File: config.mk
export PLATFORM = sky130hd
export DESIGN_NAME = regfile4_rd
export DESIGN_NICKNAME = d
export VERILOG_FILES = /design/src/rtl/regfile4_rd.sv
export SDC_FILE = /design/constraint.sdc
export NUM_CORES = 1
export LEC_CHECK = 0
export ABC_AREA = 1
export BUFFER_PORTS_ARGS = -buffer_cell sky130_fd_sc_hd__buf_2
export CELL_PAD_IN_SITES_DETAIL_PLACEMENT = 0
export CELL_PAD_IN_SITES_GLOBAL_PLACEMENT = 2
export CORE_MARGIN = 10
export CORE_UTILIZATION = 30
export DETAILED_ROUTE_END_ITERATION = 16
export HOLD_SLACK_MARGIN = 0.06
export PLACE_DENSITY_LB_ADDON = 0.1
export SYNTH_ARGS = -nofsm -noshare
export SYNTH_HDL_FRONTEND = slang
export SYNTH_SLANG_ARGS = --single-unit
File: constraint.sdc
create_clock -name clk -period 1.2 [get_ports clk]
set_clock_uncertainty 0.15 [all_clocks]
set_input_delay 0.06 -clock clk [delete_from_list [all_inputs] [get_ports clk]]
set_output_delay 0.06 -clock clk [all_outputs]
set_load 0.01 [all_outputs]
File: src/rtl/regfile4_rd.sv
`default_nettype none
// +--------------------------------------------------------------------------+
// | Module   : regfile4_rd                                                   |
// | Brief    : 4x4-bit register file with a handshaked, registered read port |
// | Options  : REGFILE4_RD_BYPASS_EN - forward wdata on same-address collide |
// | Revision : 1.0 - initial release                                         |
// +--------------------------------------------------------------------------+
module regfile4_rd (
  input  logic       clk,
  input  logic       rst_n,
  input  logic       we,
  input  logic [1:0] waddr,
  input  logic [3:0] wdata,
  input  logic       rd_req,
  input  logic [1:0] rd_addr,
  output logic       rd_gnt,
  output logic       rd_valid,
  output logic [3:0] rd_data,
  output logic [3:0] rd_data_b,
  input  logic       rd_ready,
  output logic [3:0] rd_count
);

  localparam int unsigned c_nregs = 4;

  typedef enum logic [0:0] {
    S_IDLE  = 1'b0,
    S_VALID = 1'b1
  } state_t;

  state_t     r_state;
  logic [3:0] r_regs [c_nregs];
  logic [3:0] r_rd_data;
  logic [3:0] r_rd_count;
  logic       r_rd_valid;
  logic       w_collide;
  logic [3:0] w_rd_value;

`ifdef REGFILE4_RD_BYPASS_EN
  assign w_collide = we && (waddr == rd_addr);
`else
  assign w_collide = 1'b0;
`endif

  // Without forwarding the read sees the pre-write contents of the register.
  assign w_rd_value = w_collide ? wdata : r_regs[rd_addr];

  assign rd_gnt    = rst_n && rd_req && ((r_state == S_IDLE) || rd_ready);
  assign rd_valid  = r_rd_valid;
  assign rd_data   = r_rd_data;
  assign rd_data_b = ~r_rd_data;
  assign rd_count  = r_rd_count;

  always_ff @(posedge clk or negedge rst_n) begin
    if (!rst_n) begin
      for (int i = 0; i < c_nregs; i++) begin
        r_regs[i] <= 4'h0;
      end
    end else if (we) begin
      r_regs[waddr] <= wdata;
    end
  end

  always_ff @(posedge clk or negedge rst_n) begin
    if (!rst_n) begin
      r_state    <= S_IDLE;
      r_rd_valid <= 1'b0;
      r_rd_data  <= 4'h0;
      r_rd_count <= 4'h0;
    end else begin
      case (r_state)
        S_IDLE: begin
          if (rd_req) begin
            r_rd_data  <= w_rd_value;
            r_rd_valid <= 1'b1;
            r_state    <= S_VALID;
          end
        end
        S_VALID: begin
          if (rd_ready) begin
            r_rd_count <= r_rd_count + 4'd1;
            if (rd_req) begin
              r_rd_data <= w_rd_value;
            end else begin
              r_rd_valid <= 1'b0;
              r_state    <= S_IDLE;
            end
          end
        end
        default: begin
          r_rd_valid <= 1'b0;
          r_state    <= S_IDLE;
        end
      endcase
    end
  end

endmodule
`default_nettype wire

==> metrics.cfg <==
[outcome]
status = finished with violations
violations = negative hold slack, negative setup slack

[finish]
final_instance_area_mm2 = 0.00166
final_core_util_pct = 41.7
layout-drive-gt1-share_pct = 23.9
layout_area_growth_over_synthesis_pct = 35.4
design.final.nets = 212
num_antenna_cells = 0

[grt]
maximum_number_of_pins_on_one_net_before_global_route_repair = 27
grt_overflow = 0
grt_first_pass_wirelength_mm = 5.24
gr-usage-all-layers_pct = 8.85
number_of_global_route_vias_before_repair = 1136
antenna_found_initial = 0

[clocking]
cts_tree = yes
clkSlewWorstSetupHoldPaths_ns = 0.09
cts_htree_levels = 1
cts_inserted_buffers = 3
hold_buffer_count_at_cts = 10
max-clock-path-buffers = 2
clkSinkCount = 26
clk_root_buffer_cell = sky130_fd_sc_hd__clkbuf_8
insertion_delay_ns = 0.27

[power]
power.density_mw_per_mm2 = 1560
total_leakage_power_nw = 0.901
fin_total_pwr_mw = 2.58
irDropWorstVdd_v = 0.000656

[setup_path]
critical_path_arrival_ns = 1.03
r2r_cells = 5
worstSetupPathType = reg2out
worst-path-max-fanout = 2
timing.critical_path.from_type = register
critPathLaunch = r_state$_DFF_PN0_
cp_data_required_time_ns = 0.99
r2r-start = r_state$_DFF_PN0_
end_kind = output pin

[sta]
max_slew.worst_pin.slew_ns = 0.339
fmax_mhz = 809
fin_crit_sh_pct = 103
timing.final.hold_violations = 2
setup_ws_final_ns = -0.0361
setup_viol = 1
finalMaxSlewViolations = 0
timing.max_slew.rel_slack_pct = 77.4
hold-worst-slack_ns = -0.0630
min_period_ns = 1.24
grt_setup_unrepaired = true

[synth]
post-synth-top-area-cell = sky130_fd_sc_hd__dfrtp_1
most_used_standard_cell_by_instance_count_after_synthesis = sky130_fd_sc_hd__nand2_1
syn_nets = 168
synth-async-reset-ratio_pct = 100
netlist_top_cells_area = sky130_fd_sc_hd__dfrtp_1 53%, sky130_fd_sc_hd__nand2_1 17%, sky130_fd_sc_hd__inv_1 9.8%, sky130_fd_sc_hd__o21ai_1 6.6%, sky130_fd_sc_hd__nand3_1 3.7%
syn-cell-area_mm2 = 0.00122
synth_top_area_share_pct = 53.2
netlist-cell-type-count = 13
synthesis.instances = 154
synth-seq-area-share_pct = 53.2
synth.ff_latch_count = 26
syn-mean-instance-area_um2 = 7.94
post_synth_edffs = 0
synth_commonest_cells = 56 x sky130_fd_sc_hd__nand2_1, 32 x sky130_fd_sc_hd__inv_1, 26 x sky130_fd_sc_hd__dfrtp_1, 16 x sky130_fd_sc_hd__o21ai_1, 9 x sky130_fd_sc_hd__nand3_1
synth_top_flop_cell = sky130_fd_sc_hd__dfrtp_1
synthesis.yosys.warnings = 0

[die]
chipHeight_um = 83.8
num_io_pins = 27
core.rowCount = 23
design.die.area_mm2 = 0.00703
initial_core_util_pct = 30.8
core_area_mm2 = 0.00397
die_width_um = 83.8

[job]
drv_cap = 0

[route]
detail_route.drc_violations = 0
routed_wire_per_std_cell_um = 12.1
drt-total-wl_mm = 2.98
postRouteAntennaNets = 0
drt_pre_antenna_iters = 4
vias = 1037
vias_per_cell = 4.20
first_iter_violations = 35

[place]
gp_congestion = 0.726
numPortBuffers = 26
placed_cell_area_mm2 = 0.00141
dpl.hpwl_mm = 2.19

[hold_path]
worst_hold_path.num_cells = 3
hold_path.startpoint = rd_ready
timing.hold.worst.class = in2reg

-- routing by layer --
| metal | vias to the layer above | part of all wire (%) | track usage (%) |
|---|---|---|---|
| li1 | 554 | - | - |
| met1 | 459 | 45 | 10.5 |
| met2 | 24 | 50 | 15.4 |
| met3 | 0 | 5.3 | 2.44 |
| met4 | 0 | 0 | 1.83 |
| met5 | - | 0 | 0 |
-- metrics by stage --
| stage | worst slack, ns | TNS [ns] | std cells |
|---|---|---|---|
| after floorplan | 0.116 | 0 | 154 |
| after global placement | 0.109 | 0 | 230 |
| after detailed placement | 0.106 | 0 | 230 |
| after CTS | -0.0790 | -0.0790 | 247 |
| after global routing | -0.106 | -0.108 | 247 |
| final | -0.0361 | -0.0361 | 247 |
-- where the power goes --
group / internal (mW) / leakage (nW) / switching, mW
sequential: 1.06 / 0.321 / 0.137
combinational: 0.295 / 0.544 / 0.359
clock: 0.446 / 0.0357 / 0.281
-- state kept, by name (all words and copies together) (netlist names) --
register	count
r_regs	16
rd_count	4
rd_data	4
r_state	1
rd_valid	1
-- repair_timing --
action / CTS / global route
buffers inserted: 3 / 0
endpoints found under the setup margin: 1 / 19
gates resized for setup: 3 / 11
endpoints found under the hold margin: 50 / 4
pin swaps: 3 / 3
-- cell type report --
type / count / area [µm²]
well taps: 50 / 62.6
clock inverters: 1 / 30.0
repair buffers: 40 / 260
clock buffers: 3 / 41.3
multi-input cells: 94 / 484
inverters: 33 / 126
fillers: 415 / 2320
flip-flops and latches: 26 / 651
-- worst max-delay path, stage by stage (launching register included) --
cell                      delay [ns]
sky130_fd_sc_hd__dfrtp_1        0.40
sky130_fd_sc_hd__nand2_2        0.10
sky130_fd_sc_hd__nand2_4        0.06
sky130_fd_sc_hd__nor2_2         0.07
sky130_fd_sc_hd__buf_2          0.13
-- final timing paths --
kind,endpoint,slack (ns)
worst min register to register,rd_count[3]$_DFFE_PN0P_,0.31
worst max register to register,rd_count[2]$_DFFE_PN0P_,0.10
worst max-delay path,rd_gnt,-0.04
max in group asynchronous,r_state$_DFF_PN0_,0.45
min in group asynchronous,r_regs[2]$_DFFE_PN0P_,0.19
worst min-delay path,rd_count[0]$_DFFE_PN0P_,-0.06
-- logic make-up after synthesis --
| logic type | after synthesis | synth area share, % |
|---|---|---|
| fa+ha+maj | 1 | 1.02 |
| flops | 26 | 53.2 |
| xor+xnor | 3 | 2.15 |
| simple gates | 73 | 25.4 |
| compound gates | 17 | 6.96 |
| buf+inv | 34 | 11.3 |
-- cells in the final DEF (no fill, tap or decap), drive strengths merged --
cell type	instances
nand3	13
dlygate4sd3	10
bufinv	1
buf	30
a21oi	1
xnor2	2
o21ai	16
dfrtp	26
nor2	4
nand2	56
clkbuf	3
inv	33
xor2	1
ha	1
(Power assumes the default switching activity.)
